--- src/rtl/mem_stage_pkg.sv ---
// rtl/mem_stage_pkg.sv - shared widths, aluop encodings and FSM states for the MEM stage
package mem_stage_pkg;

  localparam int REG_BUS_W      = 32;
  localparam int MEM_ADDR_BUS_W = 32;
  localparam int ALU_OP_BUS_W   = 8;

  localparam logic [ALU_OP_BUS_W-1:0] EXE_NOP_OP = 8'b0000_0000;
  localparam logic [ALU_OP_BUS_W-1:0] EXE_ADD_OP = 8'b0010_0000;
  localparam logic [ALU_OP_BUS_W-1:0] EXE_LB_OP  = 8'b1110_0000;
  localparam logic [ALU_OP_BUS_W-1:0] EXE_LH_OP  = 8'b1110_0001;
  localparam logic [ALU_OP_BUS_W-1:0] EXE_LW_OP  = 8'b1110_0011;
  localparam logic [ALU_OP_BUS_W-1:0] EXE_LBU_OP = 8'b1110_0100;
  localparam logic [ALU_OP_BUS_W-1:0] EXE_LHU_OP = 8'b1110_0101;
  localparam logic [ALU_OP_BUS_W-1:0] EXE_SB_OP  = 8'b1110_1000;
  localparam logic [ALU_OP_BUS_W-1:0] EXE_SH_OP  = 8'b1110_1001;
  localparam logic [ALU_OP_BUS_W-1:0] EXE_SW_OP  = 8'b1110_1011;

  typedef enum logic [1:0] {
    ST_IDLE = 2'd0,
    ST_WAIT = 2'd1,
    ST_DONE = 2'd2
  } mem_state_e;

  function automatic logic is_load_op(input logic [ALU_OP_BUS_W-1:0] op);
    return (op == EXE_LB_OP) || (op == EXE_LBU_OP) || (op == EXE_LH_OP) ||
           (op == EXE_LHU_OP) || (op == EXE_LW_OP);
  endfunction

  function automatic logic is_store_op(input logic [ALU_OP_BUS_W-1:0] op);
    return (op == EXE_SB_OP) || (op == EXE_SH_OP) || (op == EXE_SW_OP);
  endfunction

  function automatic logic is_misaligned(input logic [ALU_OP_BUS_W-1:0] op,
                                         input logic [1:0] addr_lo);
    logic half_op;
    logic word_op;
    half_op = (op == EXE_LH_OP) || (op == EXE_LHU_OP) || (op == EXE_SH_OP);
    word_op = (op == EXE_LW_OP) || (op == EXE_SW_OP);
    return (half_op && addr_lo[0]) || (word_op && (addr_lo != 2'b00));
  endfunction

endpackage

--- src/rtl/mem_lane_align.sv ---
// rtl/mem_lane_align.sv - byte-enable/store-lane generation and load extraction
module mem_lane_align
  import mem_stage_pkg::*;
(
  input  logic [ALU_OP_BUS_W-1:0] aluop,
  input  logic [1:0]              addr_lo,
  input  logic [REG_BUS_W-1:0]    store_data,
  input  logic [REG_BUS_W-1:0]    load_word,
  output logic [3:0]              be,
  output logic [REG_BUS_W-1:0]    wdata,
  output logic [REG_BUS_W-1:0]    load_data
);

  logic [7:0]  lane_b;
  logic [15:0] lane_h;

  always_comb begin
    be = 4'b0000;
    unique case (aluop)
      EXE_LB_OP, EXE_LBU_OP, EXE_SB_OP: be = 4'b0001 << addr_lo;
      EXE_LH_OP, EXE_LHU_OP, EXE_SH_OP: be = addr_lo[1] ? 4'b1100 : 4'b0011;
      EXE_LW_OP, EXE_SW_OP:             be = 4'b1111;
      default:                          be = 4'b0000;
    endcase
  end

  // Stores replicate the datum so whichever lane is enabled carries it.
  always_comb begin
    wdata = store_data;
    unique case (aluop)
      EXE_SB_OP: wdata = {4{store_data[7:0]}};
      EXE_SH_OP: wdata = {2{store_data[15:0]}};
      default:   wdata = store_data;
    endcase
  end

  always_comb begin
    lane_b    = load_word[{addr_lo, 3'b000} +: 8];
    lane_h    = addr_lo[1] ? load_word[31:16] : load_word[15:0];
    load_data = load_word;
    unique case (aluop)
      EXE_LB_OP:  load_data = {{24{lane_b[7]}}, lane_b};
      EXE_LBU_OP: load_data = {24'b0, lane_b};
      EXE_LH_OP:  load_data = {{16{lane_h[15]}}, lane_h};
      EXE_LHU_OP: load_data = {16'b0, lane_h};
      default:    load_data = load_word;
    endcase
  end

endmodule

--- src/rtl/mem_stage.sv ---
// rtl/mem_stage.sv - MEM pipeline stage: load/store sequencing over a req/ack data port
module mem_stage
  import mem_stage_pkg::*;
#(
  parameter int ADDR_W = MEM_ADDR_BUS_W,
  parameter int DATA_W = REG_BUS_W
) (
  input  logic                    clk,
  input  logic                    rst,
  input  logic [4:0]              mem_reg_waddr,
  input  logic                    mem_we,
  input  logic [DATA_W-1:0]       mem_reg_wdata,
  input  logic [ADDR_W-1:0]       mem_mem_addr,
  input  logic [ALU_OP_BUS_W-1:0] mem_aluop,
  input  logic [DATA_W-1:0]       mem_rt_data,
  input  logic                    hold,
  output logic                    dmem_req,
  output logic                    dmem_wr,
  output logic [ADDR_W-1:0]       dmem_addr,
  output logic [3:0]              dmem_be,
  output logic [DATA_W-1:0]       dmem_wdata,
  input  logic                    dmem_ack,
  input  logic [DATA_W-1:0]       dmem_rdata,
  output logic [4:0]              wb_reg_waddr,
  output logic                    wb_we,
  output logic [DATA_W-1:0]       wb_reg_wdata,
  output logic                    stall_req,
  output logic                    misalign
);

  mem_state_e        state, state_nxt;
  logic [DATA_W-1:0] rdata_q;
  logic [DATA_W-1:0] load_data;
  logic              is_load, is_store, is_mem, bad_align;
  logic              capture;
  logic              req_c, stall_c, we_c, mis_c;
  logic [DATA_W-1:0] wdata_c;

  assign is_load   = is_load_op(mem_aluop);
  assign is_store  = is_store_op(mem_aluop);
  assign is_mem    = is_load || is_store;
  assign bad_align = is_misaligned(mem_aluop, mem_mem_addr[1:0]);

  // Address/lanes follow EX/MEM directly; the stall keeps them stable through WAIT.
  mem_lane_align u_lane_align (
    .aluop      (mem_aluop),
    .addr_lo    (mem_mem_addr[1:0]),
    .store_data (mem_rt_data),
    .load_word  (rdata_q),
    .be         (dmem_be),
    .wdata      (dmem_wdata),
    .load_data  (load_data)
  );

  assign dmem_wr   = is_store;
  assign dmem_addr = {mem_mem_addr[ADDR_W-1:2], 2'b00};

  always_ff @(posedge clk) begin
    if (rst) begin
      state   <= ST_IDLE;
      rdata_q <= '0;
    end else begin
      state <= state_nxt;
      if (capture) rdata_q <= dmem_rdata;
    end
  end

  always_comb begin
    state_nxt = state;
    capture   = 1'b0;
    req_c     = 1'b0;
    stall_c   = 1'b0;
    mis_c     = 1'b0;
    we_c      = mem_we;
    wdata_c   = mem_reg_wdata;
    unique case (state)
      ST_IDLE: begin
        if (is_mem) begin
          we_c = 1'b0;
          if (bad_align) begin
            mis_c = 1'b1;
          end else begin
            req_c   = 1'b1;
            stall_c = 1'b1;
            if (dmem_ack) begin
              capture   = 1'b1;
              state_nxt = ST_DONE;
            end else begin
              state_nxt = ST_WAIT;
            end
          end
        end
      end
      ST_WAIT: begin
        req_c   = 1'b1;
        stall_c = 1'b1;
        we_c    = 1'b0;
        if (dmem_ack) begin
          capture   = 1'b1;
          state_nxt = ST_DONE;
        end
      end
      ST_DONE: begin
        we_c    = is_load ? mem_we : 1'b0;
        wdata_c = is_load ? load_data : mem_reg_wdata;
        if (!hold) state_nxt = ST_IDLE;
      end
      default: state_nxt = ST_IDLE;
    endcase
  end

  assign dmem_req     = req_c && !rst;
  assign stall_req    = stall_c && !rst;
  assign misalign     = mis_c && !rst;
  assign wb_we        = we_c && !rst;
  assign wb_reg_waddr = mem_reg_waddr;
  assign wb_reg_wdata = wdata_c;

endmodule

--- config.mk ---
export PLATFORM = sky130hd
export DESIGN_NAME = mem_stage
export DESIGN_NICKNAME = d
export VERILOG_FILES = /design/src/rtl/mem_stage_pkg.sv /design/src/rtl/mem_lane_align.sv /design/src/rtl/mem_stage.sv
export SDC_FILE = /design/constraint.sdc
export NUM_CORES = 1
export LEC_CHECK = 0
export ABC_AREA = 1
export ABC_CLOCK_PERIOD_IN_PS = 2800
export CORE_AREA = 2 2 120 93
export CTS_CLUSTER_DIAMETER = 40
export DETAILED_ROUTE_END_ITERATION = 16
export DIE_AREA = 0 0 122 95
export GPL_ROUTABILITY_DRIVEN = 0
export PLACE_DENSITY = 0.86
export SLEW_MARGIN = 20
export SYNTH_ARGS = -nofsm -noshare
export SYNTH_HDL_FRONTEND = slang
export SYNTH_HIERARCHICAL = 1
export SYNTH_SLANG_ARGS = --single-unit
--- constraint.sdc ---
create_clock -name clk -period 2.8 [get_ports clk]
set_input_delay 0.28 -clock clk [delete_from_list [all_inputs] [get_ports clk]]
set_output_delay 0.28 -clock clk [all_outputs]
set_load 0.02 [all_outputs]
# [Word-level counts from Yosys, hierarchy flattened]
# Cells that the tools add are included.
[word_totals] ff_bits=34 input_bits=146 out_inout_bits=110 wordCells=67
[op_classes] n_eq_ne=14 shifts=2 mux=26 n_reduce_logical=23
[op_table] operator="$pmux 32 s4" n=1
[op_table] operator="$eq 8x8->1 const B" n=8
[op_table] operator="$mux 32" n=2
[op_table] operator="$pmux 32 s2" n=1
[op_table] operator="$shiftx 32x6->8" n=1
[op_table] operator="$mux 16" n=1
[op_table] operator="$pmux 4 s3" n=1
[op_table] operator="$logic_or 1x1->1" n=11
[op_table] operator="$mux 1" n=10
[op_table] operator="$mux 2" n=5
[op_table] operator="$ne 2x2->1 const B" n=4
[op_table] operator="$pmux 2 s3" n=1
[op_table] operator="$reduce_or 3->1" n=2
[op_table] operator="$logic_and 1x1->1" n=5
[op_table] operator="$mux 4" n=1
[op_table] operator="$pmux 1 s2" n=2
[op_table] operator="$reduce_and 4->1" n=1
[op_table] operator="$shl 1x2->4 const A" n=1
[op_table] operator="$pmux 1 s3" n=1
[op_table] operator="$eq 2x1->1 const B" n=1
[op_table] operator="$eq 2x2->1 const B" n=1
[op_table] operator="$logic_not 2->1" n=1
[op_table] operator="$reduce_bool 2->1" n=1
[op_table] operator="$reduce_or 2->1" n=1
[op_table] operator="$logic_not 1->1" n=1

# [Longest topological paths before layout]
[depth] word_depth=9 depth_mapped=12

# [By module]
# Netlist, hierarchy kept.
[modules_own_cells] module="mem_stage" instances=1 cells_each=329 area_per_inst_um2=2265.9
[modules_own_cells] module="mem_lane_align" instances=1 cells_each=390 area_per_inst_um2=1906.8

# [Worst setup path after synthesis]
# No wires, ideal clock.
[synth_path] kind="input to output" start="in mem_aluop[5]" end="out stall_req" arrival_time_ps=1604 required_ps=2520 setup_slack_ps=916 stages=7 path_buffers=1 path_cell_list="inv_1 nor3_4 nand2_1 nand2_1 nand2_1 a211oi_1 buf_4"
[synth_between] elab_chain_cells=9
[synth_lines] element="from (decl)" line_no="mem_stage.sv:14" source="input logic [ALU_OP_BUS_W-1:0] mem_aluop,"
[synth_lines] element="$eq 8x8->1 (on tied branches)" line_no="mem_stage_pkg.sv:26, mem_stage_pkg.sv:38, mem_stage_pkg.sv:27"
[synth_lines] element="$logic_or 1x1->1 (on tied branches) (2 in series)" line_no="mem_stage_pkg.sv:38, mem_stage_pkg.sv:26"
[synth_lines] element="$logic_and 1x1->1 / $logic_or 1x1->1 (equally long branches)" line_no="mem_stage_pkg.sv:40, mem_stage_pkg.sv:26"
[synth_lines] element="$logic_or 1x1->1 (on tied branches)" line_no="mem_stage_pkg.sv:40, mem_stage_pkg.sv:27"
[synth_lines] element="$mux 1 / $logic_or 1x1->1 (equally long branches)"
[synth_lines] element="$mux 1 (*)"
[synth_lines] element="$pmux 1 s2 (*)"
[synth_lines] element="$logic_and 1x1->1 (*)"
[synth_lines] element="to (decl)" line_no="mem_stage.sv:27" source="output logic stall_req,"
# Every way passes the cells marked *; elsewhere a longest branch is shown, timed or not.

# [Worst setup path after layout]
[layout_path] start="in mem_aluop[4]" end="out dmem_wdata[23]"
[layout_between] elab_chain_cells=2
[layout_lines] element="$eq 8x8->1" line_no="mem_lane_align.sv:30" source="unique case (aluop)"
[layout_lines] element="$pmux 32 s2 (*)" line_no="mem_lane_align.sv:30"
[layout_lines] element="to (decl)" line_no="mem_stage.sv:21" source="output logic [DATA_W-1:0] dmem_wdata,"
# Marks and branches as above.

==> qor.log <==
[pwr] net switching power of the design 0.000546 W
[clock_network] Root Driver sky130_fd_sc_hd__clkbuf_16
[timing] clock tree skew after final layout 0.00430 ns
[route] number of nets with antenna violations after routing 0
[synth] share of the synthesized area in the top cell type 19.3%
[route] DRC viols 0
[synth] largest family of logic cells by synthesized area simple AND/OR/NAND/NOR gates
[route] initial drt markers 337
[timing] final worst setup slack 0.202 ns
[route] topmost layer with routed signal wires met4
[route] mean routed wirelength per cell 13.6 µm
[global_routing] via count of the first global-routing pass 4279
[worst_setup_path] CP Cell Sequence clkdlybuf4s50_1, inv_1, nand2_2, nor2_8, buf_4, nand2_4, nand2_2, nand2_1, nand2_1, clkdlybuf4s50_1
[route] Routed met3 length 1550 µm
[synth] count of warnings emitted by yosys 6
[synth] share of cell area taken by muxes after synthesis 8.64%
[worst_setup_path] crit path capture type primary output
[final_layout] finished layout cell area 6170 µm²
[synth] post-synth design cell area 4170 µm²
[worst_setup_path] cell depth of the worst setup path 10
[worst_setup_path] Crit Path Category input pin to primary output
[synth] share of synthesized registers carrying an async set or reset 0%
[final_layout] share of post-route cells with drive strength above 1 10.3%
[floorplan] I/O Pins 256
[timing] hold slack final 0.537 ns
[route] vias per inst 4.94
[final_layout] Inserted Diodes 0
[route] wirelength, routed 13600 µm
[clock_network] Max clock buf depth 2
[worst_setup_path] max incr delay on CP 0.61 ns
[clock_network] CTS sink count 34
[route] routed metal-1 wire length 5640 µm
[pwr] Comb power frac 37.7%
[timing] Fin. Hold Viols 0
[pwr] switching portion of total power 31.7%
[worst_setup_path] Largest delay share family, worst path buffers and inverters
[global_routing] antenna violations before repair 0
[synth] average cell area after synthesis 5.80 µm²
[final_layout] final cell utilization of the core 58.6%
[placement] total half-perimeter wirelength after legalization and detailed placement 10500 µm
[synth] number of enable flip-flop cells after synthesis 0
[synth] cells taking the most area after synthesis sky130_fd_sc_hd__nand2_1 19%, sky130_fd_sc_hd__dfxtp_1 16%, sky130_fd_sc_hd__nand3_1 15%
[timing] final clock period utilization by the worst path 92.8%
[global_routing] first-pass GRT wire length 20800 µm
[timing] Highest Clock Rate 385 MHz
[synth] FF+latch count, synth 34
[pwr] internal power 0.00118 W
[pwr] pwr/cell area 279 nW/µm²
[synth] synthesized-area fraction occupied by xor and xnor cells 0%
[worst_setup_path] Arrival @ worst endpoint 2.32 ns
[hold_path] Cells on Worst Hold Path 4
[placement] post-place setup slack -0.0255 ns
[synth] predominant post-synthesis flop cell sky130_fd_sc_hd__dfxtp_1
[route] detailed-route via count 4953
[timing] Post-Route Setup TNS 0 ns
[synth] leading area contributor after synthesis sky130_fd_sc_hd__nand2_1
[floorplan] height of the chip 95 µm
[clock_network] H-tree level count 2
[global_routing] largest net degree at the start of global routing 66
[clock_network] clock slew at reported path FFs 0.05 ns
[synth] Post-synth top cells 214 x sky130_fd_sc_hd__nand2_1, 124 x sky130_fd_sc_hd__nand3_1, 90 x sky130_fd_sc_hd__nor2_1
[timing] final number of max-transition violations 0
[worst_setup_path] type of element launching the critical path input pin
[synth] synthesized instance count 719
[worst_setup_path] count of buffering cells on the critical path with inverters included 4
[clock_network] number of hold buffers added after cts 0
[clock_network] clock latency on the worst-skew pair 0.27 ns
[floorplan] core area 10500 µm²
[hold_path] worst min path class register to register
[timing] unrepaired setup endpoints after global routing no
[synth] distinct cell type count of the synthesized netlist 33
[timing] shortest clock period the worst path allows after layout 2.60 ns
[floorplan] die boundary width 122 µm
[pwr] P_leak 3.39 nW
[pwr] relative contribution of sequential cells to total power 31.8%
[placement] number of buffer cells added on primary ports 183
[clock_network] TritonCTS buffer count 5
[job] number of maximum-capacitance constraint violations 0
[run_status] run status finished clean
[route] metal2 WL 6200 µm
[worst_setup_path] Worst Reg2Reg Path Length in Cells 10
[final_layout] total of fill cells in the finished design 977
[global_routing] total grt overflow 0
[placement] Placed Instance Area 5960 µm²
[synth] complex-gate fraction of the synthesized area 3.90%
[synth] share of synthesized cell area in full adder, half adder and majority cells 0%
[global_routing] aggregate global-route resource usage 22.4%
[floorplan] Placement Rows 33
[pwr] share of power burned in the clock network 30.5%
[synth] Seq/Total Area, Yosys 16.3%
[worst_setup_path] critical-path cell with the highest stage delay sky130_fd_sc_hd__clkdlybuf4s50_1
[clock_network] clock tree from TritonCTS built
[worst_setup_path] highest net fanout along the worst path 8
[synth] most frequently used cell type in the post-synthesis netlist sky130_fd_sc_hd__nand2_1
[worst_setup_path] Critical Path RT 2.52 ns
[floorplan] initial standard-cell utilization of the core 39.6%
[synth] fraction of the mapped netlist area in simple logic gates 49.0%
[timing] Finish-stage setup viols 0
[pwr] Peak VDD IR 0.342 mV
[final_layout] area added between synthesis and finish 47.9%
[route] length of the first detailed-routing pass in iterations 5
[floorplan] overall die area 11600 µm²
[final_layout] Final nets 1008
==> path summary, 6_finish.rpt <==
path | slack (ns) | start | end
max | 0.20 | mem_aluop[4] | dmem_wdata[23]
min | 0.54 | rdata_q[23]$_SDFFE_PP0P_ | rdata_q[23]$_SDFFE_PP0P_
max reg2reg | 1.12 | state[1]$_SDFFE_PP0P_ | rdata_q[11]$_SDFFE_PP0P_
min reg2reg | 0.54 | rdata_q[23]$_SDFFE_PP0P_ | rdata_q[23]$_SDFFE_PP0P_
==> cells in the final DEF (no fill, tap or decap), drive strengths merged <==
cell type,synthesis,routed
nand3,126,126
inv,88,88
nor3,2,2
a21oi,9,9
o31ai,1,1
nand2,222,222
nand3b,2,2
o21ai,4,4
dlygate4sd2,0,4
nand4,4,4
clkbuf,5,5
conb,1,2
clkdlybuf4s50,0,147
buf,77,34
mux2,32,32
clkinv,1,3
dlymetal6s2s,0,32
dfxtp,34,34
or2,2,2
a211oi,1,1
nor2,97,97
o21a,9,9
o211ai,2,2
==> worst reg2reg max path: cells and delay by family, from the launching register on <==
kind,cells,cell delay (ns)
AO/OA/AOI/OAI,1,0.09
buffers and inverters,3,0.43
flip-flops,1,0.41
AND/OR/NAND/NOR,6,0.65
==> registers in the layout, indices dropped and copies added, names as in the netlist <==
name,flops
rdata_q,32
state,2
==> power groups by stage <==
stage,Sequential [W],Combinational [W],Clock [W]
after floorplan,0.000542,0.000410,0
after global placement,0.000556,0.000645,0
after detailed placement,0.000557,0.000653,0
after CTS,0.000547,0.000655,0.000525
after global routing,0.000551,0.000710,0.000555
final,0.000548,0.000649,0.000524
==> routing by layer <==
layer,up-vias,global-route usage (%)
li1,2490,-
met1,2165,29.3
met2,278,36.9
met3,20,5.86
met4,0,4.98
met5,-,0
==> repair_timing <==
action                     in CTS  in global routing
gates cloned                    0                  0
setup buffers                   0                  1
gates resized for setup         4                 32
setup endpoints to repair       8                 31
==> kinds of logic after synthesis <==
| group | count (synthesis) |
|---|---|
| AO/OA/AOI/OAI | 26 |
| buffers and inverters | 171 |
| flip-flops | 34 |
| multiplexers | 32 |
| other | 1 |
| AND/OR/NAND/NOR | 455 |
==> area by class of cell <==
| cell class | count | area [µm²] | area share (%) |
|---|---|---|---|
| clock buffers | 5 | 125 | 2.03 |
| flip-flops and latches | 34 | 681 | 11.0 |
| clock inverters | 2 | 10.0 | 0.162 |
| inverters | 89 | 334 | 5.41 |
| multi-input cells | 515 | 2570 | 41.7 |
| well taps | 140 | 175 | 2.84 |
| repair buffers | 217 | 2270 | 36.8 |
==> through the flow <==
step | power, W | std cells
floorplan | 0.000953 | 720
global placement | 0.00120 | 994
detailed placement | 0.00121 | 994
CTS | 0.00173 | 1001
global route | 0.00182 | 1002
finish | 0.00172 | 1002
No activity file was read; power rests on OpenSTA's default activity.
==> edit 1 (config.mk and constraints unchanged) <==
Remove the case item `EXE_LB_OP, EXE_LBU_OP, EXE_SB_OP` of the case on `aluop`.
--- a/src/rtl/mem_lane_align.sv
+++ b/src/rtl/mem_lane_align.sv
@@ -17,7 +17,6 @@
   always_comb begin
     be = 4'b0000;
     unique case (aluop)
-      EXE_LB_OP, EXE_LBU_OP, EXE_SB_OP: be = 4'b0001 << addr_lo;
       EXE_LH_OP, EXE_LHU_OP, EXE_SH_OP: be = addr_lo[1] ? 4'b1100 : 4'b0011;
       EXE_LW_OP, EXE_SW_OP:             be = 4'b1111;
       default:                          be = 4'b0000;
Behaviour: not the same (a bounded check fails within 4 cycles, from zero or initial values and one cycle with rst high).
==> edit 1 against the unedited design <==
Count of clock-buffer cells in the layout is the same; design area shrank 7.6%; setup slack lost 0.14 ns; total power grew 8.9%; synthesized area shrank 10%; wire length shrank 2.1%; sequential cell count is the same; largest power group is now the clock network; core utilization shrank 4.5 points; highest routed layer unchanged.
==> edit 1: results (changes against the unedited design) <==
| Metric | Value |
|---|---|
| Status | `completed` |
| DRT Wirelength | `13300 um (-2.1%)` |
| Clock Path Buffers | `2 (unchanged)` |
| Leakage power | `2.92 nW (-14%)` |
| Multiplexer share of the synthesized area | `9.61% (+0.97 points)` |
| CTS Buf Count | `5 (unchanged)` |
| Pre-antenna DRT Iters | `5 (unchanged)` |
| DP Wirelength | `10400 um (-1.3%)` |
| Power Internal | `1.34 mW (+14%)` |
| Biggest regs | `rdata_q x32, state x2` |
| Placed instance area | `0.00546 sq mm (-8.3%)` |
| Adder-Cell Fraction of Synth Area | `0% (unchanged)` |
| Post-placement setup slack | `0.0359 ns (+0.0614 ns)` |
| Synth cell types | `30 (-9.1%)` |
| Most area-consuming cells after synthesis | `nand2_1 (24%), dfxtp_1 (18%), nand3_1 (15%)` |
| CP max FO | `24 (+16)` |
| Clk pin slew, worst setup/hold paths | `approximately 0.060 ns` |
| Post-CTS Setup Bufs | `0 (unchanged)` |
| Root Buffer | `clkbuf_16` |
| Sequential area share after synthesis | `18.2% (+1.8 points)` |
| Xor/xnor cell area share of the yosys netlist | `0% (unchanged)` |
| H-tree depth | `2 (unchanged)` |
| Clock Skew | `0.00470 ns (+0.000400 ns)` |
| Buffers on Ports | `183 (unchanged)` |
| Antenna diode count | `0 (unchanged)` |
| Clk_lat worst skew | `between 0.2 and 0.3 ns` |
| First-pass GRT wire length | `20400 um (-2.2%)` |
| Largest net degree at the start of global routing | `66 (unchanged)` |
| Number of global-route vias before repair | `3967 (-7.3%)` |
| Max VDD drop | `0.000446 V (+30%)` |
| Nets@finish | `937 (-7.0%)` |
| Min-delay worst type | `register to register` |
| CP arrival | `2.46 ns (+0.14 ns)` |
| Yosys Warn Count | `6 (unchanged)` |
| Synth Flop Type | `dfxtp_1` |
| Fill cells | `1028 (+5.2%)` |
| Layout cells sized above 1 | `8.46% (-1.9 points)` |
| Tot GR Track Use | `22.2% (-0.12 points)` |
| Initial DRC count | `304 (-9.8%)` |
| Compound-gate portion of the synthesized area | `1.13% (-2.8 points)` |
| Initial antenna violation count | `0 (unchanged)` |
| DR vias/cell | `4.77 (-3.6%)` |
| Async SR Flop Fraction | `0% (unchanged)` |
| Synth cell count leaders | `nand2_1 (243), nand3_1 (112), nor2_1 (78)` |
## edit 1: cell count changes in the layout (fill, tap and decap cells not counted), sizes merged, moves of 6 or more
cell           change
o21a               -8
clkdlybuf4s50     +16
a21oi              -6
inv               -35
dlymetal6s2s      -12
nand3             -14
buf               -11
nand2             +22
nor2              -16
## edit 1: timing repair
item | in CTS | in global routing
gates resized for setup | 0 | 20
endpoints found under the hold margin | 0 | 0
setup endpoints to repair | 0 | 20
## edit 1: area by class of cell
cell class                 instances  area share, %
clock buffer                       5           2.19
clock inverter                     3           1.21
inverter                          54           3.55
multi-input combinational        490           40.5
sequential                        34           11.9
tap                              140           3.07
timing repair buffer             206           37.6
## edit 1: stage by stage
| step | cells | utilization, % |
|---|---|---|
| after floorplan | 662 | - |
| after global placement | 924 | 51.9 |
| after detailed placement | 924 | 51.9 |
| after CTS | 932 | 53.7 |
| after global routing | 932 | 54.2 |
| final | 932 | 54.2 |
## edit 1: worst paths after layout
kind                startpoint                to  slack, ns  cells after the start
setup / recovery  mem_aluop[3]  wb_reg_wdata[17]       0.06                     10
hold / removal      rdata_q[3]        rdata_q[3]       0.55                      4
setup reg to reg      state[1]        rdata_q[2]       1.13                     10
hold reg to reg     rdata_q[3]        rdata_q[3]       0.55                      4
## edit 1: cell families after synthesis
kind of cell,count (synthesis)
compound gates,7
buf+inv,138
flops,34
mux,32
other cells,1
simple gates,449
## edit 1: critical path: stages
cell             delay [ns]
clkdlybuf4s50_1        0.45
buf_4                  0.18
nor2_1                 0.18
nand2_1                0.09
nor2_1                 0.12
nand3_1                0.14
buf_12                 0.19
nand3_1                0.10
mux2_1                 0.13
clkdlybuf4s50_1        0.59
## edit 1: power groups by stage
stage / logic (mW) / clock network (mW) / registers, mW
after floorplan: 0.376 / 0 / 0.544
after global placement: 0.600 / 0 / 0.560
after detailed placement: 0.607 / 0 / 0.561
after CTS: 0.611 / 0.730 / 0.550
after global routing: 0.662 / 0.743 / 0.555
final: 0.605 / 0.717 / 0.552
## edit 1: routing by layer
metal / GRT usage [%] / part of all wire (%) / vias up
met5: 0 / 0 / -
met2: 34.0 / 42 / 216
met3: 6.58 / 10 / 23
met4: 4.98 / 1.3 / 0
met1: 30.8 / 46 / 1926
li1: - / - / 2278
==> edit 2 (same flow settings) <==
Without the edit above. The package constant `MEM_ADDR_BUS_W` goes from 32 to 64.
--- a/src/rtl/mem_stage_pkg.sv
+++ b/src/rtl/mem_stage_pkg.sv
@@ -2,7 +2,7 @@
 package mem_stage_pkg;
 
   localparam int REG_BUS_W      = 32;
-  localparam int MEM_ADDR_BUS_W = 32;
+  localparam int MEM_ADDR_BUS_W = 64;
   localparam int ALU_OP_BUS_W   = 8;
 
   localparam logic [ALU_OP_BUS_W-1:0] EXE_NOP_OP = 8'b0000_0000;
Interface: changed (resized dmem_addr and mem_mem_addr); port bits go from 256 to 320. No check against the original RTL was run, so the function may have changed too.
==> edit 2 against the unedited design <==
Die area unchanged; critical path depth did not move; non-clock buffer count is 4 lower; sequential cell count unchanged; setup slack lost 0.062 ns; wire length is 9.0% higher; synthesized area up 5.8%; sequential power about the same; sequential share of layout area about the same; register-to-register slack better by 0.03 ns; design area increased by 0.10%; final cell count decreased by 0.20%; total power grew 0.31%; global-route usage grew 2.8 points; critical path type unchanged; largest power group unchanged.
==> edit 2: results (changes against the unedited design) <==
| Metric | Value |
|---|---|
| Initial DRC count | `568 (+69%)` |
| Sequential area share after synthesis | `15.4% (-0.89 points)` |
| Status | `completed` |
| Max VDD drop | `0.000244 V (-29%)` |
| Comb power frac | `38.0% (+0.3 points)` |
| Routed wl met3 | `1880 um (+21%)` |
| Pre-antenna DRT Iters | `6 (+1)` |
| DR vias/cell | `5.06 (+2.4%)` |
| Synth cell count leaders | `nand2_1 (214), nand3_1 (124), nor2_1 (90)` |
| Layout cells sized above 1 | `10.1% (-0.21 points)` |
| Leakage power | `3.36 nW (-0.89%)` |
| Number of global-route vias before repair | `4561 (+6.6%)` |
| Grt met3 use | `9.30% (+3.4 points)` |
| Met2 WL | `6670 um (+7.6%)` |
| DP Wirelength | `11200 um (+5.8%)` |
| Cell Count, Final, Fillers Out | `1000 (-0.20%)` |
| # resized after CTS | `11 (+7)` |
| Switching power | `553 uW (+1.4%)` |
| Worst Setup EP | `dmem_wdata[29]` |
| Dpl cells | `988 (-0.60%)` |
| Seq pwr | `546 uW (about the same)` |
| R2R setup slack | `1.15 ns (+0.03 ns)` |
| CP max FO | `10 (+2)` |
| Hold endpoint | `rdata_q[29]` |
| Fill cells | `969 (-0.82%)` |
| Post-CTS Setup Bufs | `1 (+1)` |
| Met2 Track Usage GR | `40.8% (+4.0 points)` |
| Worst Hold Launch | `rdata_q[29]` |
| DRT Wirelength | `14800 um (+9.0%)` |
| Met1 global-route usage | `31.7% (+2.3 points)` |
| Syn Inst Count | `751 (+4.5%)` |
| Flop pwr share | `31.6% (-0.2 points)` |
| CP arrival | `2.38 ns (+0.06 ns)` |
[edit 2: cell types whose count changed after synthesis, sizes merged]
cell	change
buf	+32
[edit 2: worst max-delay path, delay by kind of cell]
family / cells / cell delay [ns]
and+or+nand+nor: 5 / 0.50
buffers and inverters: 5 / 1.58
[edit 2: logic make-up after synthesis]
family / Yosys count / share of synthesized area (%)
simple gates: 455 / 46.3
buf+inv: 203 / 26.3
other cells: 1 / 0.0850
compound gates: 26 / 3.69
mux: 32 / 8.17
flops: 34 / 15.4
[edit 2: stage by stage]
step	hold WS [ns]	utilization (%)	cell area [sq um]
after global routing	0.560	58.7	6180
after global placement	0.519	56.3	5920
final	0.538	58.7	6180
after floorplan	0.349	-	4420
after detailed placement	0.523	56.3	5920
after CTS	0.534	57.8	6090
[edit 2: final cells by class]
cell class,instances,area [sq um],area share (%)
clock inverters,2,10.0,0.162
flip-flops and latches,34,681,11.0
repair buffers,213,2250,36.4
clock buffers,5,125,2.02
inverters,89,334,5.41
multi-input cells,517,2610,42.2
well taps,140,175,2.83
